### src/rtl/gray_pkg.sv
// Shared Gray-code helpers used by the counter, the downstream converter and the bench.
// Functions work on a 16-bit container; narrower codes are passed zero-extended.
package gray_pkg;

   localparam int GRAY_W_DEFAULT = 4;
   localparam int GRAY_W_MAX     = 16;

   function automatic logic [GRAY_W_MAX-1:0] bin2gray(input logic [GRAY_W_MAX-1:0] b);
      return b ^ (b >> 1);
   endfunction

   // Zero-extended upper bits leave the lower prefix-XOR unchanged, so any W <= 16 works.
   function automatic logic [GRAY_W_MAX-1:0] gray2bin(input logic [GRAY_W_MAX-1:0] g);
      logic [GRAY_W_MAX-1:0] b;
      b[GRAY_W_MAX-1] = g[GRAY_W_MAX-1];
      for (int i = GRAY_W_MAX-2; i >= 0; i--) begin
         b[i] = b[i+1] ^ g[i];
      end
      return b;
   endfunction

endpackage

### src/rtl/gray_counter.sv
// W-bit Gray-code counter with clear, binary load, up/down stepping and wrap/saturate ends.
// g and changed are registered; tc is combinational from the current count and up.
module gray_counter
   import gray_pkg::*;
#(
   parameter int W    = GRAY_W_DEFAULT,
   parameter bit WRAP = 1'b1
) (
   input  logic         clk,
   input  logic         rst,
   input  logic         en,
   input  logic         up,
   input  logic         clr,
   input  logic         load,
   input  logic [W-1:0] load_bin,
   output logic [W-1:0] g,
   output logic         changed,
   output logic         tc
);

   localparam logic [W-1:0] ONE  = W'(1);
   localparam logic [W-1:0] ONES = {W{1'b1}};

   logic [W-1:0] bin_q, bin_d;
   logic [W-1:0] g_q, g_d;
   logic         changed_q, changed_d;
   logic         at_term;

   function automatic logic [W-1:0] to_gray(input logic [W-1:0] b);
      return W'(bin2gray(GRAY_W_MAX'(b)));
   endfunction

   assign at_term = up ? (bin_q == ONES) : (bin_q == '0);

   always_comb begin
      bin_d     = bin_q;
      g_d       = g_q;
      changed_d = 1'b0;
      if (clr) begin
         bin_d     = '0;
         g_d       = '0;
         changed_d = (g_q != '0);
      end else if (load) begin
         bin_d     = load_bin;
         g_d       = to_gray(load_bin);
         changed_d = (g_d != g_q);
      end else if (en) begin
         // Saturating variant simply ignores an en step at the terminal value.
         if (!at_term || WRAP) begin
            bin_d     = up ? (bin_q + ONE) : (bin_q - ONE);
            g_d       = to_gray(bin_d);
            changed_d = 1'b1;
         end
      end
   end

   always_ff @(posedge clk or posedge rst) begin
      if (rst) begin
         bin_q     <= '0;
         g_q       <= '0;
         changed_q <= 1'b0;
      end else begin
         bin_q     <= bin_d;
         g_q       <= g_d;
         changed_q <= changed_d;
      end
   end

   assign g       = g_q;
   assign changed = changed_q;
   assign tc      = at_term;

endmodule

### config.mk
export PLATFORM = sky130hd
export DESIGN_NAME = gray_counter
export DESIGN_NICKNAME = d
export VERILOG_FILES = /design/src/rtl/gray_pkg.sv /design/src/rtl/gray_counter.sv
export SDC_FILE = /design/constraint.sdc
export NUM_CORES = 1
export LEC_CHECK = 0
export CELL_PAD_IN_SITES_DETAIL_PLACEMENT = 1
export CELL_PAD_IN_SITES_GLOBAL_PLACEMENT = 2
export CORE_ASPECT_RATIO = 0.75
export CORE_MARGIN = 1
export CORE_UTILIZATION = 30
export CTS_CLUSTER_DIAMETER = 80
export DETAILED_ROUTE_END_ITERATION = 8
export PLACE_DENSITY = 0.77
export SYNTH_ARGS = -nofsm -noshare
export SYNTH_HDL_FRONTEND = slang
export SYNTH_SLANG_ARGS = --single-unit
### constraint.sdc
create_clock -name clk -period 5.5 [get_ports clk]
set_clock_uncertainty 0.15 [all_clocks]
set_input_delay 1.65 -clock clk [delete_from_list [all_inputs] [get_ports clk]]
set_output_delay 1.65 -clock clk [all_outputs]
set_load 0.03 [all_outputs]
# Word-level counts from Yosys, hierarchy flattened
# Index checks and enable logic that the tools add are counted.
# classes
n_addsub	2
n_mul	0
n_div	0
order_cmp	0
eq_ne	2
shift	0
n_mux	11
bitwise_logic	2
n_reduce_logical	3
# ops
op	count
4-bit two-way mux	7
4-bit by 3-bit bitwise XOR with 4-bit output	2
4-bit by 1-bit adder with 4-bit output (second input constant)	1
4-bit equality test (second input constant)	1
4-bit logical NOT	1
1-bit two-way mux	4
4-bit != test	1
4-bit nonzero test	1
4-bit by 1-bit subtractor with 4-bit output (second input constant)	1
3-bit nonzero test	1
# totals
register_bits	9
latchBits	0
ramBits	0
mem_bits_ro	0
inputBits	10
out_inout_bits	6
word_cells	23
n_memories	0

# Depth between registers and ports, before layout
# Gate-level depths: netlist (run 1).
# logic_depth
word_depth	6
depth_mapped	6
mapped_depth_nobuf	6

# Worst setup path after synthesis (run 1)
# No wires, ideal clock.
# synth_path
path_type	input to output
startpoint	in up
endpoint	out tc
arrival_time_ns	2.730
required_time_ns	3.700
setup_slack_ns	0.970
stages	2
n_path_buf	0
path_cell_list	or4_1 o21ai_0
# synth_via
elab_chain_cells	1
# synth_rtl
element	line	source
start: declaration	gray_counter.sv:12	input logic up,
1-bit two-way mux	gray_counter.sv:33	assign at_term = up ? (bin_q == ONES) : (bin_q == '0);
end: declaration	gray_counter.sv:18	output logic tc
# No other way between the ends.

# Worst setup path after layout (run 1)
# Same ends and word-level chain as after synthesis.

==> results of run 1 <==
## critical path: cells and delay by family
kind	cells	cell delay (ns)
buffers and inverters	2	1.21
and+or+nand+nor	1	0.43
AOI/OAI and AO/OA	1	0.16
## through the flow
stage,worst slack [ns],instances,util
4_1_cts,0.2277,116,0.4149
3_3_place_gp,0.3059,113,0.4042
6_report,0.2482,116,0.4149
3_5_place_dp,0.2284,113,0.4042
5_1_grt,0.1751,116,0.4149
2_1_floorplan,0.9695,80,-
## power by group
group	total, mW	internal, mW	switching [mW]
Clock	0.0465	0.0251	0.0214
Combinational	0.0883	0.0436	0.0448
Sequential	0.0744	0.0653	0.00908
## sequential cells by signal (all words and copies together) (netlist names)
name and flops:
g 3, changed 1, bin_q 4
## worst max path at each step
| stage | start | to | slack [ns] | cells after the start |
|---|---|---|---|---|
| 2_1_floorplan | up | tc | 0.97 | 2 |
| 3_3_place_gp | up | tc | 0.31 | 4 |
| 6_report | up | tc | 0.25 | 4 |
| 3_5_place_dp | up | tc | 0.23 | 4 |
| 5_1_grt | up | tc | 0.18 | 4 |
| 4_1_cts | up | tc | 0.23 | 4 |
## cells by family (layout without fill, tap and decap cells)
logic type / after synthesis / in the layout / synth area share
buf+inv: 13 / 25 / 0.07885
xor+xnor: 11 / 11 / 0.1792
mux: 1 / 1 / 0.01434
fa+ha+maj: 3 / 3 / 0.06451
compound gates: 22 / 22 / 0.2276
flops: 8 / 8 / 0.2867
simple gates: 22 / 22 / 0.1488
## routing by layer
layer,global-route usage,share of wire,vias to the layer above
met5,0,0,-
met3,0.06269,0.038,0
met4,0.02857,0,0
li1,-,-,307
met2,0.2326,0.45,12
met1,0.2143,0.52,300
## synthesized netlist by cell type, types with 2 or more instances
| cell type | n | area [µm²] |
|---|---|---|
| xnor2_1 | 5 | 43.79 |
| a21oi_1 | 7 | 35.03 |
| dfrtp_1 | 8 | 200.2 |
| nand2_1 | 4 | 15.01 |
| and3_1 | 3 | 18.77 |
| ha_1 | 2 | 25.02 |
| o21ai_0 | 2 | 10.01 |
| nor2_1 | 8 | 30.03 |
| a211oi_1 | 4 | 30.03 |
| xor2_1 | 4 | 35.03 |
| buf_1 | 2 | 7.510 |
| nand3_1 | 4 | 20.02 |
| inv_1 | 7 | 26.28 |
## area by class of cell
cell class / instances / area (µm²) / area share
multi-input combinational: 59 / 442.9 / 0.5079
sequential: 8 / 200.2 / 0.2296
timing repair buffer: 15 / 150.1 / 0.1722
tap: 24 / 30.03 / 0.03443
inverter: 7 / 26.28 / 0.03013
clock buffer: 3 / 22.52 / 0.02582
==> impl_metrics.csv, run 1 <==
group,metric,value,unit
die,io_pins,16,
clock_network,cts_buffers,3,
finish,nNetsFinal,107,
setup_path,cp.arrival,3.45,ns
die,row_count,14,
synthesis,seq_area_frac_synth,0.2867,
synthesis,synthCells,80,
finish,mostFrequentLayoutCells,"clkdlybuf4s50_1 (15), nor2_1 (8), dfrtp_1 (8), inv_1 (7), a21oi_1 (7)",
sta,finalSetupViolCount,0,
detailed_routing,drtPass1Iterations,6,
synthesis,yosys_warnings,0,
hold_path,min_path_type,"reg -> reg",
setup_path,crit_type,"in -> out",
clock_network,cts_root_buffer,"clkbuf_4",
sta,max_slew_margin,0.7019,
setup_path,worst-endpoint-required,3.70,ns
die,core_area,2102,µm²
finish,drive_gt1_frac,0.06522,
die,die_h,43.78,µm
global_route,grt_max_degree,14,
setup_path,worst_path_most_repeated_cell,"clkdlybuf4s50_1",
setup_path,rrSetupSlack,3.44,ns
sta,holdWs,0.4590,ns
setup_path,crit_chain,"clkdlybuf4s50_1 -> or4_1 -> o21ai_0 -> clkdlybuf4s50_1",
global_route,grt_pass1_wl,2.891,mm
clock_network,post-cts-setup-buffer-count,0,
global_route,grt_pass1_vias,604,
placed_design,place_area,849.6,µm²
flow_run,maxCapViolCount,0,
finish,design_area,872.1,µm²
power_and_ir_drop,p_leak,0.3867,nW
setup_path,slowest_delay,0.69,ns
die,die_x,57.71,µm
detailed_routing,post-route-drc-count,1,
setup_path,critPathLaunchType,"primary input",
setup_path,r2r-end,"g[1]",
setup_path,rr_worst_depth,6,
clock_network,clockBufferDepth,2,
sta,finalSetupTns,0,ns
finish,fillers,249,
clock_network,insertion_delay,0.26,ns
status,status,"complete, but fails checks",
setup_path,cp-end-kind,"output pin",
power_and_ir_drop,vdd_drop_max,112.8,µV
placed_design,dp.final_hpwl,1.276,mm
sta,finalCriticalPeriod,5.252,ns
sta,fin_crit_sh,0.9549,
clock_network,cts_tree,"built",
clock_network,cts_htree_levels,1,
clock_network,cts_num_sinks,8,
die,start_util,0.3321,
power_and_ir_drop,powerDensity,239.9,nW/µm²
finish,final_common_cell,"clkdlybuf4s50_1",
detailed_routing,routedWlPerCell,14.37,µm
synthesis,syn_area,698.2,µm²
synthesis,ys_seq_elements,8,
synthesis,synthDistinctLibCells,33,
setup_path,slowest_stage,"clkdlybuf4s50_1",
synthesis,async_flop_share,1.000,
sta,hold_violations,0,
setup_path,timing.rr.start,"bin_q[0]",
detailed_routing,drt-total-wl,1.667,mm
synthesis,syn_avg_cell_area,8.727,µm²
hold_path,holdPathEnd,"changed",
hold_path,holdPathStages,2,
sta,rsz0062_at_grt,"false",
synthesis,syn-num-nets,93,
global_route,grt-ovfl-total,0,
finish,area_delta_synth_final,24.91,%
status,violations,"DRC",
finish,n_antenna_cell,0,
synthesis,synth_edf_count,0,
detailed_routing,antenna_left,0,
clock_network,cts_resized,0,
detailed_routing,via_count,619,
sta,finalMaxSlewViolations,0,
synthesis,yosys_most_used_dff,"dfrtp_1",
sta,worst_pin_slew,0.4458,ns
hold_path,worstHoldStart,"g[0]",
detailed_routing,drt_iter0_markers,4,
clock_network,cts.reportedPaths.clkPinSlew,0.06,ns
setup_path,cp_max_fo,5,
global_route,grt_usage,0.1554,
detailed_routing,via_per_inst,5.336,
power_and_ir_drop,fin_total_pwr,0.2092,mW
placed_design,routabilityCongestion,0.7230,
placed_design,port_buffers,15,
sta,max_freq,0.1904,GHz
global_route,antenna_found_initial,0,
die,dieArea,2526,µm²
clock_network,hold_buffers,0,
(Power assumes the default switching activity.)
==> run 2: changes to the inputs <==
- CTS_CLUSTER_DIAMETER: 80 -> 60
- RECOVER_POWER: default -> 50
==> run 2 against run 1 <==
Compared with the run above:
- the run still ends with DRC left
- combinational power decreased by 0.9%
- first-iteration DRC count unchanged
- non-clock buffer count unchanged
- global-route usage unchanged
- maximum frequency unchanged
- core utilization unchanged
- sequential cell count unchanged
- sequential power about the same
- worst setup slack unchanged
- clock power about the same
- highest routed layer unchanged
==> impl_metrics.csv, run 2 (synthesis results as in run 1) <==
group,metric,value,unit
sta,finalSetupTns,0,ns
sta,rsz0062_at_grt,"false",
finish,seqCellArea,200.2,µm²
detailed_routing,routed.top_layer,"met3",
global_route,grt-ovfl-total,0,
detailed_routing,drt-total-wl,1.666,mm
sta,finalCriticalPeriod,5.252,ns
status,violations,"DRC",
status,status,"complete, but fails checks",
detailed_routing,post-route-drc-count,1,
sta,finalSetupViolCount,0,
setup_path,crit_type,"in -> out",
clock_network,post-cts-setup-buffer-count,0,
setup_path,timing.rr.start,"bin_q[0]",
detailed_routing,via_per_inst,5.336,
setup_path,worst-endpoint-required,3.70,ns
clock_network,cts_tree,"built",
die,start_util,0.3321,
placed_design,port_buffers,15,
clock_network,clockBufferDepth,2,
finish,design_area,872.1,µm²
detailed_routing,drt_iter0_markers,4,
clock_network,cts_resized,0,
placed_design,place_area,849.6,µm²
die,row_count,14,
finish,nNetsFinal,107,
clock_network,cts_num_sinks,8,
sta,holdWs,0.4590,ns
sta,max_freq,0.1904,GHz
finish,area_delta_synth_final,24.91,%
finish,mostFrequentLayoutCells,"clkdlybuf4s50_1 (11), nor2_1 (8), dfrtp_1 (8), inv_1 (7), a21oi_1 (7)",
detailed_routing,wl_met1,859,µm
power_and_ir_drop,powerDensity,238.9,nW/µm²
global_route,antenna_found_initial,0,
sta,max_slew_margin,0.7019,
detailed_routing,via_count,619,
detailed_routing,drtPass1Iterations,6,
clock_network,insertion_delay,0.26,ns
finish,fillers,249,
setup_path,r2r-end,"g[1]",
finish,final_common_cell,"clkdlybuf4s50_1",
sta,hold_violations,0,
clock_network,cts_buffers,3,
die,dieArea,2526,µm²
power_and_ir_drop,fin_total_pwr,0.2083,mW
sta,worst_pin_slew,0.4458,ns
die,die_x,57.71,µm
clock_network,cts_htree_levels,1,
hold_path,holdPathEnd,"changed",
setup_path,critPathLaunchType,"primary input",
detailed_routing,routed-wl-met3,64,µm
finish,n_antenna_cell,0,
flow_run,maxCapViolCount,0,
hold_path,worstHoldStart,"g[0]",
die,core_area,2102,µm²
die,die_h,43.78,µm
die,io_pins,16,
setup_path,cp.arrival,3.45,ns
hold_path,holdPathStages,2,
finish,largest_register_ffs,4,
placed_design,dp.final_hpwl,1.276,mm
detailed_routing,routedWlPerCell,14.36,µm
clock_network,cts_root_buffer,"clkbuf_4",
setup_path,cp-end-kind,"output pin",
placed_design,routabilityCongestion,0.7230,
power_and_ir_drop,p_leak,0.3873,nW
setup_path,cp_max_fo,5,
setup_path,rr_worst_depth,6,
finish,multi_input_area,442.9,µm²
global_route,grt_pass1_wl,2.891,mm
clock_network,hold_buffers,0,
sta,finalMaxSlewViolations,0,
global_route,grt_usage,0.1554,
sta,fin_crit_sh,0.9549,
global_route,grt_max_degree,14,
hold_path,min_path_type,"reg -> reg",
finish,drive_gt1_frac,0.06522,
power_and_ir_drop,vdd_drop_max,112.7,µV
detailed_routing,wl_met2,743,µm
global_route,grt_pass1_vias,604,
setup_path,rrSetupSlack,3.44,ns
clock_network,cts.reportedPaths.clkPinSlew,0.06,ns
detailed_routing,antenna_left,0,
finish,largest-register,"bin_q",
[run 2: changes by cell type in the layout (fill, tap and decap cells not counted), sizes merged]
cell and change:
dlygate4sd3 +4, clkdlybuf4s50 -4
[run 2: worst max-delay path: stages]
cell	delay (ns)
clkdlybuf4s50_1	0.52
or4_1	0.43
o21ai_0	0.16
clkdlybuf4s50_1	0.69
[run 2: stage by stage]
step,setup WS (ns),instances,utilization
floorplan,0.9695,80,-
global placement,0.3059,113,0.4042
detailed placement,0.2284,113,0.4042
CTS,0.2277,116,0.4149
global route,0.1751,116,0.4149
finish,0.2482,116,0.4149
[run 2: final cells by class]
| type | instances | area share |
|---|---|---|
| multi-input cells | 59 | 0.5079 |
| flip-flops and latches | 8 | 0.2296 |
| repair buffers | 15 | 0.1722 |
| well taps | 24 | 0.03443 |
| inverters | 7 | 0.03013 |
| clock buffers | 3 | 0.02582 |
[run 2: per-layer routing]
layer / GRT usage / vias to the layer above
met5: 0 / -
met4: 0.02857 / 0
met3: 0.06269 / 0
met2: 0.2326 / 12
met1: 0.2143 / 300
li1: - / 307
[run 2: worst max-delay path by stage]
stage / from / to / slack, ns
after global routing: up / tc / 0.18
after detailed placement: up / tc / 0.23
after CTS: up / tc / 0.23
after floorplan: up / tc / 0.97
final: up / tc / 0.25
after global placement: up / tc / 0.31
[run 2: power breakdown]
part           internal (mW)  switching [mW]
sequential            0.0653         0.00903
clock                 0.0251          0.0214
combinational         0.0427          0.0448
==> run 3: changes to the inputs <==
- SKIP_CTS_REPAIR_TIMING: default -> 1
==> results of run 3 <==
The final DEF is identical to that of run 2; final timing and power are the same.
